### src/rtl/visor_resta_7seg.sv
// Display stage for a 4-bit add/subtract result. It captures {Cout,Rest} and sel, finds the sign and magnitude, and converts to decimal by repeated subtract-10.
// It drives a 3-digit multiplexed 7-segment display (sign, tens, units). Optional macro LEAD_ZERO_BLANK_EN blanks a zero tens digit.
module visor_resta_7seg #(
    parameter int REFRESH_W = 16
) (
    input  logic       clk,
    input  logic       rst,
    input  logic       load,
    input  logic       sel,
    input  logic       Cout,
    input  logic [3:0] Rest,
    output logic       ready,
    output logic       busy,
    output logic       neg,
    output logic [2:0] an,
    output logic [6:0] seg
);

    typedef enum logic [1:0] {IDLE, CONV, SHOW} state_t;

    state_t               state;
    logic [4:0]           mag;
    logic [1:0]           tens;
    logic [REFRESH_W-1:0] refresh_cnt;
    logic [1:0]           idx;

    logic                 show_next;
    logic [6:0]           tens_seg;
    logic [6:0]           units_seg;
    logic [6:0]           digit_seg;

    function automatic logic [6:0] glyph(input logic [3:0] v);
        logic [6:0] g;
        case (v)
            4'd0:    g = 7'h40;
            4'd1:    g = 7'h79;
            4'd2:    g = 7'h24;
            4'd3:    g = 7'h30;
            4'd4:    g = 7'h19;
            4'd5:    g = 7'h12;
            4'd6:    g = 7'h02;
            4'd7:    g = 7'h78;
            4'd8:    g = 7'h00;
            4'd9:    g = 7'h10;
            default: g = 7'h7F;
        endcase
        return g;
    endfunction

    always_ff @(posedge clk or posedge rst) begin
        if (rst) begin
            state <= IDLE;
            mag   <= 5'd0;
            tens  <= 2'd0;
            neg   <= 1'b0;
            busy  <= 1'b0;
            ready <= 1'b1;
        end else begin
            case (state)
                IDLE, SHOW: begin
                    if (load) begin
                        state <= CONV;
                        busy  <= 1'b1;
                        ready <= 1'b0;
                        tens  <= 2'd0;
                        if (!sel) begin
                            mag <= {Cout, Rest};
                            neg <= 1'b0;
                        end else if (Cout) begin
                            mag <= {1'b0, Rest};
                            neg <= 1'b0;
                        end else begin
                            // Borrow out: two's-complement negate; Rest=0 yields 16
                            mag <= {1'b0, ~Rest} + 5'd1;
                            neg <= 1'b1;
                        end
                    end
                end
                CONV: begin
                    if (mag >= 5'd10) begin
                        mag  <= mag - 5'd10;
                        tens <= tens + 2'd1;
                    end else begin
                        state <= SHOW;
                        busy  <= 1'b0;
                        ready <= 1'b1;
                    end
                end
                default: begin
                    state <= IDLE;
                    busy  <= 1'b0;
                    ready <= 1'b1;
                end
            endcase
        end
    end

    // Display follows the next state so it blanks on the same edge a conversion starts
    assign show_next = ((state == SHOW) && !load) || ((state == CONV) && (mag < 5'd10));

`ifdef LEAD_ZERO_BLANK_EN
    assign tens_seg = (tens == 2'd0) ? 7'h7F : glyph({2'b00, tens});
`else
    assign tens_seg = glyph({2'b00, tens});
`endif

    assign units_seg = glyph(mag[3:0]);

    always_comb begin
        digit_seg = 7'h7F;
        case (idx)
            2'd2:    digit_seg = neg ? 7'b0111111 : 7'h7F;
            2'd1:    digit_seg = tens_seg;
            2'd0:    digit_seg = units_seg;
            default: digit_seg = 7'h7F;
        endcase
    end

    always_ff @(posedge clk or posedge rst) begin
        if (rst) begin
            refresh_cnt <= '0;
            idx         <= 2'd0;
            an          <= 3'b111;
            seg         <= 7'h7F;
        end else begin
            refresh_cnt <= refresh_cnt + 1'b1;
            if (&refresh_cnt)
                idx <= (idx == 2'd2) ? 2'd0 : idx + 2'd1;
            if (show_next) begin
                an  <= ~(3'b001 << idx);
                seg <= digit_seg;
            end else begin
                an  <= 3'b111;
                seg <= 7'h7F;
            end
        end
    end

endmodule

### config.mk
export PLATFORM = sky130hd
export DESIGN_NAME = visor_resta_7seg
export DESIGN_NICKNAME = d
export VERILOG_FILES = /design/src/rtl/visor_resta_7seg.sv
export SDC_FILE = /design/constraint.sdc
export NUM_CORES = 1
export LEC_CHECK = 0
export BUFFER_PORTS_ARGS = -buffer_cell sky130_fd_sc_hd__buf_2
export CAP_MARGIN = 20
export CORE_ASPECT_RATIO = 1.4
export CORE_MARGIN = 1.5
export CORE_UTILIZATION = 55
export CTS_CLUSTER_DIAMETER = 50
export DETAILED_ROUTE_END_ITERATION = 8
export PLACE_DENSITY = 0.71
export SLEW_MARGIN = 10
export SYNTH_ARGS = -nofsm -noshare
export SYNTH_HDL_FRONTEND = slang
export SYNTH_SLANG_ARGS = --single-unit
### constraint.sdc
create_clock -name clk -period 3.8 [get_ports clk]
set_input_delay 0.76 -clock clk [delete_from_list [all_inputs] [get_ports clk]]
set_output_delay 0.76 -clock clk [all_outputs]
set_load 0.005 [all_outputs]
==> impl_metrics.env <==
export IMPL_finalInstanceArea_um2=2303
export IMPL_syn_nets=224
export IMPL_final_hold_violation_count=0
export IMPL_post_drt_wl_per_cell_um=13.14
export IMPL_cts_path_max_buffers=2
export IMPL_synth_cell_types=44
export IMPL_synth_seq_cells=40
export IMPL_grt_max_degree=20
export IMPL_place_area_um2=2217
export IMPL_final_cell_mix="29 x dfrtp_1, 23 x nand2_1, 21 x buf_2"
export IMPL_fmax_mhz=520.6
export IMPL_num_vias=1487
export IMPL_ys_flop_type="dfrtp_1"
export IMPL_p_per_area_nw_per_um2=630.7
export IMPL_ys_warn_count=0
export IMPL_cts_root_buffer="clkbuf_8"
export IMPL_worstSetupStartpointType="flop"
export IMPL_crit_slowest_cell="dfrtp_1"
export IMPL_via_per_inst=5.549
export IMPL_worstHoldPathType="reg2reg"
export IMPL_rr_startpoint="mag[2]"
export IMPL_drc=0
export IMPL_end_kind="flop"
export IMPL_antenna_left=0
export IMPL_rows=26
export IMPL_synth_edf_count=0
export IMPL_finalSetupViolations=0
export IMPL_min_period_over_period=0.5055
export IMPL_skew_ns=0.006846
export IMPL_start_util=0.5679
export IMPL_clkTransAtPathRegs_ns=0.07
export IMPL_htreeDepth=2
export IMPL_setup_worst_path_start="mag[2]"
export IMPL_hold_buffers=0
export IMPL_drv_cap=0
export IMPL_postSynthAreaPerCell_um2=10.15
export IMPL_slowest_delay_ns=0.52
export IMPL_async_reset_ff_frac=1.000
export IMPL_cp_cell_sequence="inv_1, ha_1, a311oi_2, or2b_1, o221a_2"
export IMPL_status="finished, final reports clean"
export IMPL_drt_iter0_drc=25
export IMPL_nNetsFinal=248
export IMPL_cts_resized=0
export IMPL_grt_first_pass_wirelength_um=5865
export IMPL_cp_max_fo=11
export IMPL_die_area_um2=4109
export IMPL_dp_hpwl_um=2685
export IMPL_grt_ovfl_total=0
export IMPL_cp_required_ns=4.04
export IMPL_antenna_found_initial=0
export IMPL_synth_cells=202
export IMPL_fin_setup_tns_ns=0
export IMPL_cts_sinks=40
export IMPL_cts_made_buffers=5
export IMPL_worstPathArrival_ns=2.16
export IMPL_area_growth_pct=12.32
export IMPL_seq_area_frac_synth=0.4948
export IMPL_drv_slew=0
export IMPL_rsz0062_at_grt="no"
export IMPL_tightest_slew_ns=0.5762
export IMPL_drive_above_1_share=0.2257
export IMPL_wl_um=3521
export IMPL_ios=22
export IMPL_final_common_cell="dfrtp_1"
export IMPL_cts_tree="built"
export IMPL_core_um2=3611
export IMPL_ir_worst_vdd_mv=0.4082
export IMPL_gp_congestion=0.8303
export IMPL_die_x_um=54.61
export IMPL_die_y_um=75.25
export IMPL_grt_util_all_layers=0.1987
export IMPL_port_buffers=21
export IMPL_grt_pass1_vias=1363
export IMPL_synthesis_area_um2=2051
export IMPL_worst_setup_path_type="reg2reg"
export IMPL_postCtsSetupBuffers=0
export IMPL_period_minus_slack_ns=1.921
export IMPL_slew_limit_headroom=0.6154
export IMPL_rrSetupSlack_ns=1.88
export IMPL_hold_start="refresh_cnt[15]"
export IMPL_diodes=0
export IMPL_drt_pass1_iterations=4
export IMPL_p_leak_nw=1.051
export IMPL_clk_insertion_delay_late_ns=0.29
-- metal layers --
| metal | vias up | share of wire | track usage |
|---|---|---|---|
| met3 | 8 | 0.032 | 0.03571 |
| met2 | 29 | 0.50 | 0.3175 |
| met1 | 718 | 0.44 | 0.2494 |
| met5 | - | 0 | 0 |
| met4 | 0 | 0.022 | 0.1083 |
| li1 | 732 | - | - |
-- final timing paths --
path                                         to  cells past startpoint
worst max-delay path                     mag[2]                      5
worst min-delay path            refresh_cnt[15]                      1
worst max register to register           mag[2]                      5
worst min register to register  refresh_cnt[15]                      1
min in group asynchronous        refresh_cnt[9]                      2
max in group asynchronous                seg[6]                      3
-- state kept, by name, indices dropped and copies added (netlist names) --
| signal | flops |
|---|---|
| an | 3 |
| busy | 1 |
| idx | 2 |
| mag | 5 |
| neg | 1 |
| ready | 1 |
| refresh_cnt | 16 |
| seg | 7 |
| state | 2 |
| tens | 2 |
-- where the power goes --
group	switching (W)	internal (W)	total [W]
sequential	0.000104	0.000552	0.000656
combinational	0.000285	0.000237	0.000522
clock	0.000134	0.000141	0.000275
total	0.000523	0.000930	0.00145
-- worst max-delay path: cells and delay by family, from the launching register on --
kind | cells | cell delay [ns]
compound gates | 2 | 0.68
flops | 1 | 0.52
fa+ha+maj | 1 | 0.30
simple gates | 1 | 0.23
buf+inv | 1 | 0.14
-- stage by stage --
step / total power [W] / cells / hold slack (ns) / util / worst slack (ns)
2_1_floorplan: 0.001029 / 202 / 0.4381 / - / 2.123
3_3_place_gp: 0.001158 / 260 / 0.4555 / 0.6064 / 1.871
3_5_place_dp: 0.001186 / 261 / 0.4594 / 0.6140 / 1.907
4_1_cts: 0.001464 / 268 / 0.4696 / 0.6379 / 1.892
5_1_grt: 0.001572 / 268 / 0.4781 / 0.6379 / 1.731
6_report: 0.001453 / 268 / 0.4698 / 0.6379 / 1.879
-- synth_stat cells (2+ instances only) --
cell type  number  share of area
and4_1          2         0.0085
nor2_1         11          0.020
ha_1           13          0.079
inv_1          15          0.027
a21oi_1         9          0.022
mux2_2          2          0.011
nand4_1         2         0.0061
nor3_1          3         0.0073
nand2_1        23          0.042
a31oi_1         2         0.0061
nor4_1          2         0.0061
clkbuf_1        2         0.0037
nor2b_1         6          0.018
dfrtp_1        29           0.35
o21ai_0        13          0.032
and3_1          2         0.0061
dfstp_2        11           0.14
nand2b_1        4          0.012
o221a_2         2          0.011
nand3_1         8          0.020
xnor2_1        15          0.064
buf_2           3         0.0073
xor2_1          2         0.0085
-- final cells by class --
cell class	instances	area, um^2
Fill cell	292	1308
Inverter	15	56.30
Clock buffer	6	82.58
Timing Repair Buffer	23	140.1
Clock inverter	1	3.754
Multi-Input combinational cell	141	953.4
Tap cell	42	52.55
Sequential cell	40	1015
-- kinds of logic after synthesis --
kind of cell               count (synthesis)  share of synthesized area
muxes                                      2                    0.01098
AOI/OAI and AO/OA                         38                     0.1251
buffers and inverters                     21                    0.04026
and+or+nand+nor                           71                     0.1769
DFF                                       40                     0.4948
adders and majority gates                 13                    0.07932
xor gates and xnor gates                  17                    0.07261
Power figures use the tool's default switching activity.
